==> src/rtl/pkg_1553.sv <==
// Shared definitions for the 1553 receive path: buffer entry layout, default sizing,
// gap-timer state encoding and a saturating-increment helper.
package pkg_1553;

    localparam int ENTRY_W        = 19;
    localparam int SOM_BIT        = 18;
    localparam int CSW_BIT        = 17;
    localparam int DW_BIT         = 16;
    localparam int DWORD_LSB      = 0;
    localparam int DWORD_W        = 16;

    localparam int DEF_DEPTH      = 16;
    localparam int DEF_GAP_CYCLES = 32;

    localparam int ERR_CNT_W      = 8;

    typedef enum logic {
        GAP_IDLE   = 1'b0,
        GAP_IN_MSG = 1'b1
    } gap_state_t;

    // Error counters stick at all-ones instead of wrapping.
    function automatic logic [ERR_CNT_W-1:0] sat_inc(input logic [ERR_CNT_W-1:0] value);
        return (&value) ? value : value + 1'b1;
    endfunction

endpackage

==> src/rtl/gap_timer_1553.sv <==
// Bus-silence timer: flags start-of-message when a word arrives after at least
// GAP_CYCLES idle cycles (or first word after reset). Used under RXBUF_GAP_DETECT_EN.
module gap_timer_1553
    import pkg_1553::*;
#(
    parameter int GAP_CYCLES = DEF_GAP_CYCLES
) (
    input  logic dec_clk,
    input  logic rst_n,
    input  logic rx_dval,
    output logic som
);

    localparam int GAP_W = $clog2(GAP_CYCLES + 1);

    gap_state_t       state_reg, state_next;
    logic [GAP_W-1:0] gap_cnt_reg, gap_cnt_next;
    logic [GAP_W-1:0] gap_cnt_inc;

    always_ff @(posedge dec_clk) begin
        if (!rst_n) begin
            state_reg   <= GAP_IDLE;
            gap_cnt_reg <= '0;
        end else begin
            state_reg   <= state_next;
            gap_cnt_reg <= gap_cnt_next;
        end
    end

    // Any word, good or bad, restarts the silence count.
    always_comb begin
        state_next   = state_reg;
        gap_cnt_next = gap_cnt_reg;
        gap_cnt_inc  = gap_cnt_reg + 1'b1;
        if (rx_dval) begin
            state_next   = GAP_IN_MSG;
            gap_cnt_next = '0;
        end else if (state_reg == GAP_IN_MSG) begin
            if (gap_cnt_inc == GAP_W'(GAP_CYCLES)) begin
                state_next   = GAP_IDLE;
                gap_cnt_next = '0;
            end else begin
                gap_cnt_next = gap_cnt_inc;
            end
        end
    end

    always_comb begin
        som = (state_reg == GAP_IDLE);
    end

endmodule

==> src/rtl/rx_word_buffer_1553.sv <==
// Receive word FIFO for a 1553 decoder with parity/overflow counters.
// Define RXBUF_GAP_DETECT_EN to tag start-of-message words via gap_timer_1553.
module rx_word_buffer_1553
    import pkg_1553::*;
#(
    parameter int DEPTH      = DEF_DEPTH,
    parameter int GAP_CYCLES = DEF_GAP_CYCLES
) (
    input  logic                       dec_clk,
    input  logic                       rst_n,
    input  logic [DWORD_W-1:0]         rx_dword,
    input  logic                       rx_dval,
    input  logic                       rx_csw,
    input  logic                       rx_dw,
    input  logic                       rx_perr,
    input  logic                       clr,
    input  logic                       rd_en,
    output logic [ENTRY_W-1:0]         rd_data,
    output logic                       rd_valid,
    output logic                       full,
    output logic                       empty,
    output logic [$clog2(DEPTH):0]     count,
    output logic [ERR_CNT_W-1:0]       perr_cnt,
    output logic [ERR_CNT_W-1:0]       ovf_cnt
);

    localparam int PTR_W = $clog2(DEPTH);
    localparam int CNT_W = PTR_W + 1;

    if (DEPTH < 4 || DEPTH > 64 || (DEPTH & (DEPTH - 1)) != 0 || GAP_CYCLES < 1) begin : g_bad_params
        $error("rx_word_buffer_1553: DEPTH must be a power of two in 4..64, GAP_CYCLES >= 1");
    end

    logic [ENTRY_W-1:0]   mem [DEPTH];
    logic [PTR_W-1:0]     wr_ptr_reg, rd_ptr_reg;
    logic [CNT_W-1:0]     count_reg, count_next;
    logic                 full_reg, empty_reg, rd_valid_reg;
    logic [ENTRY_W-1:0]   rd_data_reg, wr_entry;
    logic                 som, good_word, wr_accept, rd_accept;
    logic [1:0]           err_evt;
    logic [1:0][ERR_CNT_W-1:0] err_cnt;

`ifdef RXBUF_GAP_DETECT_EN
    gap_timer_1553 #(
        .GAP_CYCLES(GAP_CYCLES)
    ) u_gap_timer (
        .dec_clk (dec_clk),
        .rst_n   (rst_n),
        .rx_dval (rx_dval),
        .som     (som)
    );
`else
    assign som = 1'b0;
`endif

    // A full buffer still takes a word when the same cycle frees a slot.
    always_comb begin
        good_word  = rx_dval & ~rx_perr;
        wr_accept  = ~clr & good_word & (~full_reg | rd_en);
        rd_accept  = ~clr & rd_en & ~empty_reg;
        err_evt[0] = ~clr & rx_dval & rx_perr;
        err_evt[1] = ~clr & good_word & full_reg & ~rd_en;
        count_next = count_reg;
        if (clr) begin
            count_next = '0;
        end else if (wr_accept && !rd_accept) begin
            count_next = count_reg + 1'b1;
        end else if (rd_accept && !wr_accept) begin
            count_next = count_reg - 1'b1;
        end
    end

    always_comb begin
        wr_entry                         = '0;
        wr_entry[SOM_BIT]                = som;
        wr_entry[CSW_BIT]                = rx_csw;
        wr_entry[DW_BIT]                 = rx_dw;
        wr_entry[DWORD_LSB +: DWORD_W]   = rx_dword;
    end

    always_ff @(posedge dec_clk) begin
        if (rst_n && wr_accept) begin
            mem[wr_ptr_reg] <= wr_entry;
        end
    end

    // Read data comes from the registered RAM port; a same-slot write sees the old entry.
    always_ff @(posedge dec_clk) begin
        if (!rst_n) begin
            wr_ptr_reg   <= '0;
            rd_ptr_reg   <= '0;
            count_reg    <= '0;
            full_reg     <= 1'b0;
            empty_reg    <= 1'b1;
            rd_valid_reg <= 1'b0;
            rd_data_reg  <= '0;
        end else begin
            count_reg    <= count_next;
            full_reg     <= (count_next == CNT_W'(DEPTH));
            empty_reg    <= (count_next == '0);
            rd_valid_reg <= rd_accept;
            if (clr) begin
                wr_ptr_reg <= '0;
                rd_ptr_reg <= '0;
            end else begin
                if (wr_accept) begin
                    wr_ptr_reg <= wr_ptr_reg + 1'b1;
                end
                if (rd_accept) begin
                    rd_ptr_reg  <= rd_ptr_reg + 1'b1;
                    rd_data_reg <= mem[rd_ptr_reg];
                end
            end
        end
    end

    // Index 0 counts parity drops, index 1 counts overflow drops.
    for (genvar gi = 0; gi < 2; gi++) begin : g_err_cnt
        logic [ERR_CNT_W-1:0] cnt_reg;
        always_ff @(posedge dec_clk) begin
            if (!rst_n || clr) begin
                cnt_reg <= '0;
            end else if (err_evt[gi]) begin
                cnt_reg <= sat_inc(cnt_reg);
            end
        end
        assign err_cnt[gi] = cnt_reg;
    end

    assign rd_data  = rd_data_reg;
    assign rd_valid = rd_valid_reg;
    assign full     = full_reg;
    assign empty    = empty_reg;
    assign count    = count_reg;
    assign perr_cnt = err_cnt[0];
    assign ovf_cnt  = err_cnt[1];

endmodule

==> config.mk <==
export PLATFORM = sky130hd
export DESIGN_NAME = rx_word_buffer_1553
export DESIGN_NICKNAME = d
export VERILOG_FILES = /design/src/rtl/pkg_1553.sv /design/src/rtl/gap_timer_1553.sv /design/src/rtl/rx_word_buffer_1553.sv
export SDC_FILE = /design/constraint.sdc
export NUM_CORES = 1
export LEC_CHECK = 0
export CAP_MARGIN = 20
export CORE_AREA = 2 2 181 130
export DETAILED_ROUTE_END_ITERATION = 8
export DIE_AREA = 0 0 183 132
export PLACE_DENSITY = 0.8
export SLEW_MARGIN = 25
export SYNTH_ARGS = -nofsm -noshare
export SYNTH_HDL_FRONTEND = slang
export SYNTH_SLANG_ARGS = --single-unit
export TNS_END_PERCENT = 50
==> constraint.sdc <==
create_clock -name dec_clk -period 3 [get_ports dec_clk]
set_clock_uncertainty 0.15 [all_clocks]
set_input_delay 0.3 -clock dec_clk [delete_from_list [all_inputs] [get_ports dec_clk]]
set_output_delay 0.3 -clock dec_clk [all_outputs]
set_load 0.02 [all_outputs]
==> parameters.txt <==
Parameter                              Value

Critical path
  WS Path Type    primary input to register
  Top fanout value on the critical path    18
  WP data required    3.07 ns
  Kind of end point of the critical path    register
  Cell with the largest stage delay on the worst path    or3b_1
  WP buf/inv    2
  Largest stage delay on the critical path    0.57 ns
  Crit. path cell count    6
  Critical path startpoint category    primary input
  Crit-path cells    clkdlybuf4s50_1 > or3b_1 > nor2_2 > nand2_1 > nor2_2 > buf_4
  Worst path arrival time    2.36 ns
  Top Family by Delay on Critical Path    simple AND/OR/NAND/NOR gates
  Most prevalent standard cell on the critical path    nor2_2
  Depth of the worst register-to-register path    5

Detailed routing
  Total detailed-routing wirelength    26820 um
  Drt initial violations    806
  Via/cell ratio    6.175
  Post-route DRC    0
  Remaining number of nets flagged by the antenna check after routing    0
  Total vias in the final route    6694
  WL/cell    24.74 um
  Pre-antenna DRT Iters    5

Cells and area
  Number of nets in the finished design    805
  Ratio of cells with drive above 1 in the final layout    22.99%
  Count of fill cells added during filler insertion    1353
  Antenna diode instance count    0
  Multi-input logic area    3279 um^2
  Leading cell type in the layout, fill and taps excluded    edfxtp_1
  Number of flip-flops under the largest register name    288
  Leading cell types in the layout, fill and taps excluded    288 x edfxtp_1, 72 x mux4_2, 65 x clkdlybuf4s50_1, 47 x dfxtp_1, 39 x mux2i_1
  Area growth, synth to finish    18.33%
  Seq. cell area    9656 um^2

Power
  Logic pwr share    2.1%
  Switching component of the power    1.782 mW
  Max rail drop VDD    0.4249 mV
  Leakage Power    4.948 nW
  Switching share of power    18.48%
  Flop pwr share    52.9%
  Share of total power in the clock network    45.0%
  Cell area power density    624.2 nW/um^2
  Internal power summed over all cells    7.864 mW

STA
  Fin crit period    2.285 ns
  Worst slew margin relative to its limit    53.68%
  Fmax achieved    437.7 MHz
  Portion of the clock cycle consumed by the worst path in the final layout    76.16%
  Sum of negative setup slack    0 ns
  Setup-violating endpoint count in the final report    0
  Worst hold-check slack    0.3020 ns
  Final Max Tran Viols    0
  RSZ-0062 raised after global routing    no
  Measured slew at the worst slew-check pin    0.6926 ns
  Number of endpoints with negative hold slack in the final report    0

Floorplanning
  Placeable core region    22330 um^2
  Cell row count    46
  Effective utilization at floorplan    58.48%
  Overall die area    24160 um^2
  Die height    132 um
  I/O pin cnt    67
  Die extent in x    183 um

Synth
  Share of synthesized flip-flops with an asynchronous set or reset    0%
  Avg Inst Size Synth    19.38 um^2
  Synthesized instance count    674
  Portion of the post-synthesis area used by sequential elements    73.88%
  Flops & latches, synth    338
  Number of distinct standard cells referenced by the synthesized netlist    51
  Main flop type after synthesis    edfxtp_1
  Number of enable-type register cells in the synthesized netlist    288
  Yosys warnings    0
  Syn_nets    707
  Netlist Area Pre-Place    13060 um^2

Global routing
  Overall overflow remaining after global route    0
  First-pass GRT wire length    41090 um
  Largest net degree at the start of global routing    53
  Vias in the first global route    6879
  Initial antenna violation count    0
  Global-route usage over all layers    22.53%

Clock tree
  Clock transition at path regs    0.07 ns
  Clock network latency to the later pin of the worst-skew pair    0.55 ns
  H-Tree Level Count    1
  Setup bufs post-CTS    0
  TritonCTS clock tree    done
  Sinks on Clock Net    338
  Quantity of hold-fixing buffers added after cts    0
  Total CTS buffers    30
  Root buffer cell    clkbuf_16
  Number of gates given a new drive strength after cts    0
  CTS max path bufs    3

Status
  Outcome    complete, no violations

Hold path
  Type of the tightest min-delay check    register to register
  Worst hold path depth    1

Run
  Max-cap viol count    0

Place
  Final estimated routing congestion in global placement    0.8398
  Buffers added on ports    65
  Detailed placer's ending HPWL    16700 um
-- layer usage --
layer  vias to the layer above  global-route usage [%]  routed length (um)  part of all wire, %
met5                         -                       0                   0                    0
li1                       2914                       -                   -                    -
met2                       299                   37.14               13450                   50
met3                        51                   3.812                1805                  6.7
met4                         0                   6.711                 721                  2.7
met1                      3430                   31.45               10840                   40
-- cells by family (layout without fill, tap and decap cells) --
logic type      after synthesis  count (layout)  share of synthesized area, %
compound gates               54              54                         2.893
xor+xnor                     21              21                         1.408
fa+ha+maj                     9               9                        0.8622
buf+inv                      36             158                         1.312
flops                       338             338                         73.88
mux                         111             111                         15.41
other cells                   1               1                       0.02871
simple gates                104             104                         4.206
-- synthesized netlist by cell type (all sizes together) (10+ instances only) --
cell type	count	area, um^2
dfxtp	50	1001
buf	22	117.6
mux2i	39	390.4
o22ai	18	112.6
nand4	10	62.56
nor2	42	162.6
clkbuf	10	38.78
a21o	18	135.1
xor2	14	122.6
nand2	13	48.80
edfxtp	288	8648
mux4	72	1622
-- through the flow --
| step | util, % | power [mW] | cells | worst slack, ns | area [um^2] |
|---|---|---|---|---|---|
| after floorplan | - | 5.280 | 674 | 0.3934 | 13060 |
| after global placement | 64.07 | 5.397 | 1028 | 0.3397 | 14310 |
| after detailed placement | 64.07 | 5.408 | 1028 | 0.2339 | 14310 |
| after CTS | 69.20 | 9.713 | 1084 | 0.7588 | 15450 |
| after global routing | 69.20 | 9.924 | 1084 | 0.6540 | 15450 |
| final | 69.20 | 9.646 | 1084 | 0.7153 | 15450 |
-- layout make-up --
cell class                      instances  share of cell area [%]
Sequential cell                       338                   62.48
Multi-Input combinational cell        300                   21.22
Timing Repair Buffer                   98                   6.461
Clock buffer                           45                   5.878
Tap cell                              288                   2.332
Clock inverter                         11                   1.530
Inverter                                4                 0.09716
-- final timing paths --
check | startpoint | end | slack, ns
worst max-delay path | clr | mem[10][5] | 0.72
worst min-delay path | rd_data[0] | rd_data[0] | 0.30
worst min register to register | rd_data[0] | rd_data[0] | 0.30
worst max register to register | full | ovf_cnt[5] | 0.77
-- power by group through the flow --
stage	Clock, mW	Sequential (mW)	Combinational, mW
after floorplan	0	5.21	0.0685
after global placement	0	5.21	0.192
after detailed placement	0	5.21	0.202
after CTS	4.41	5.10	0.202
after global routing	4.61	5.10	0.214
final	4.34	5.10	0.200
Power figures use the tool's default switching activity.
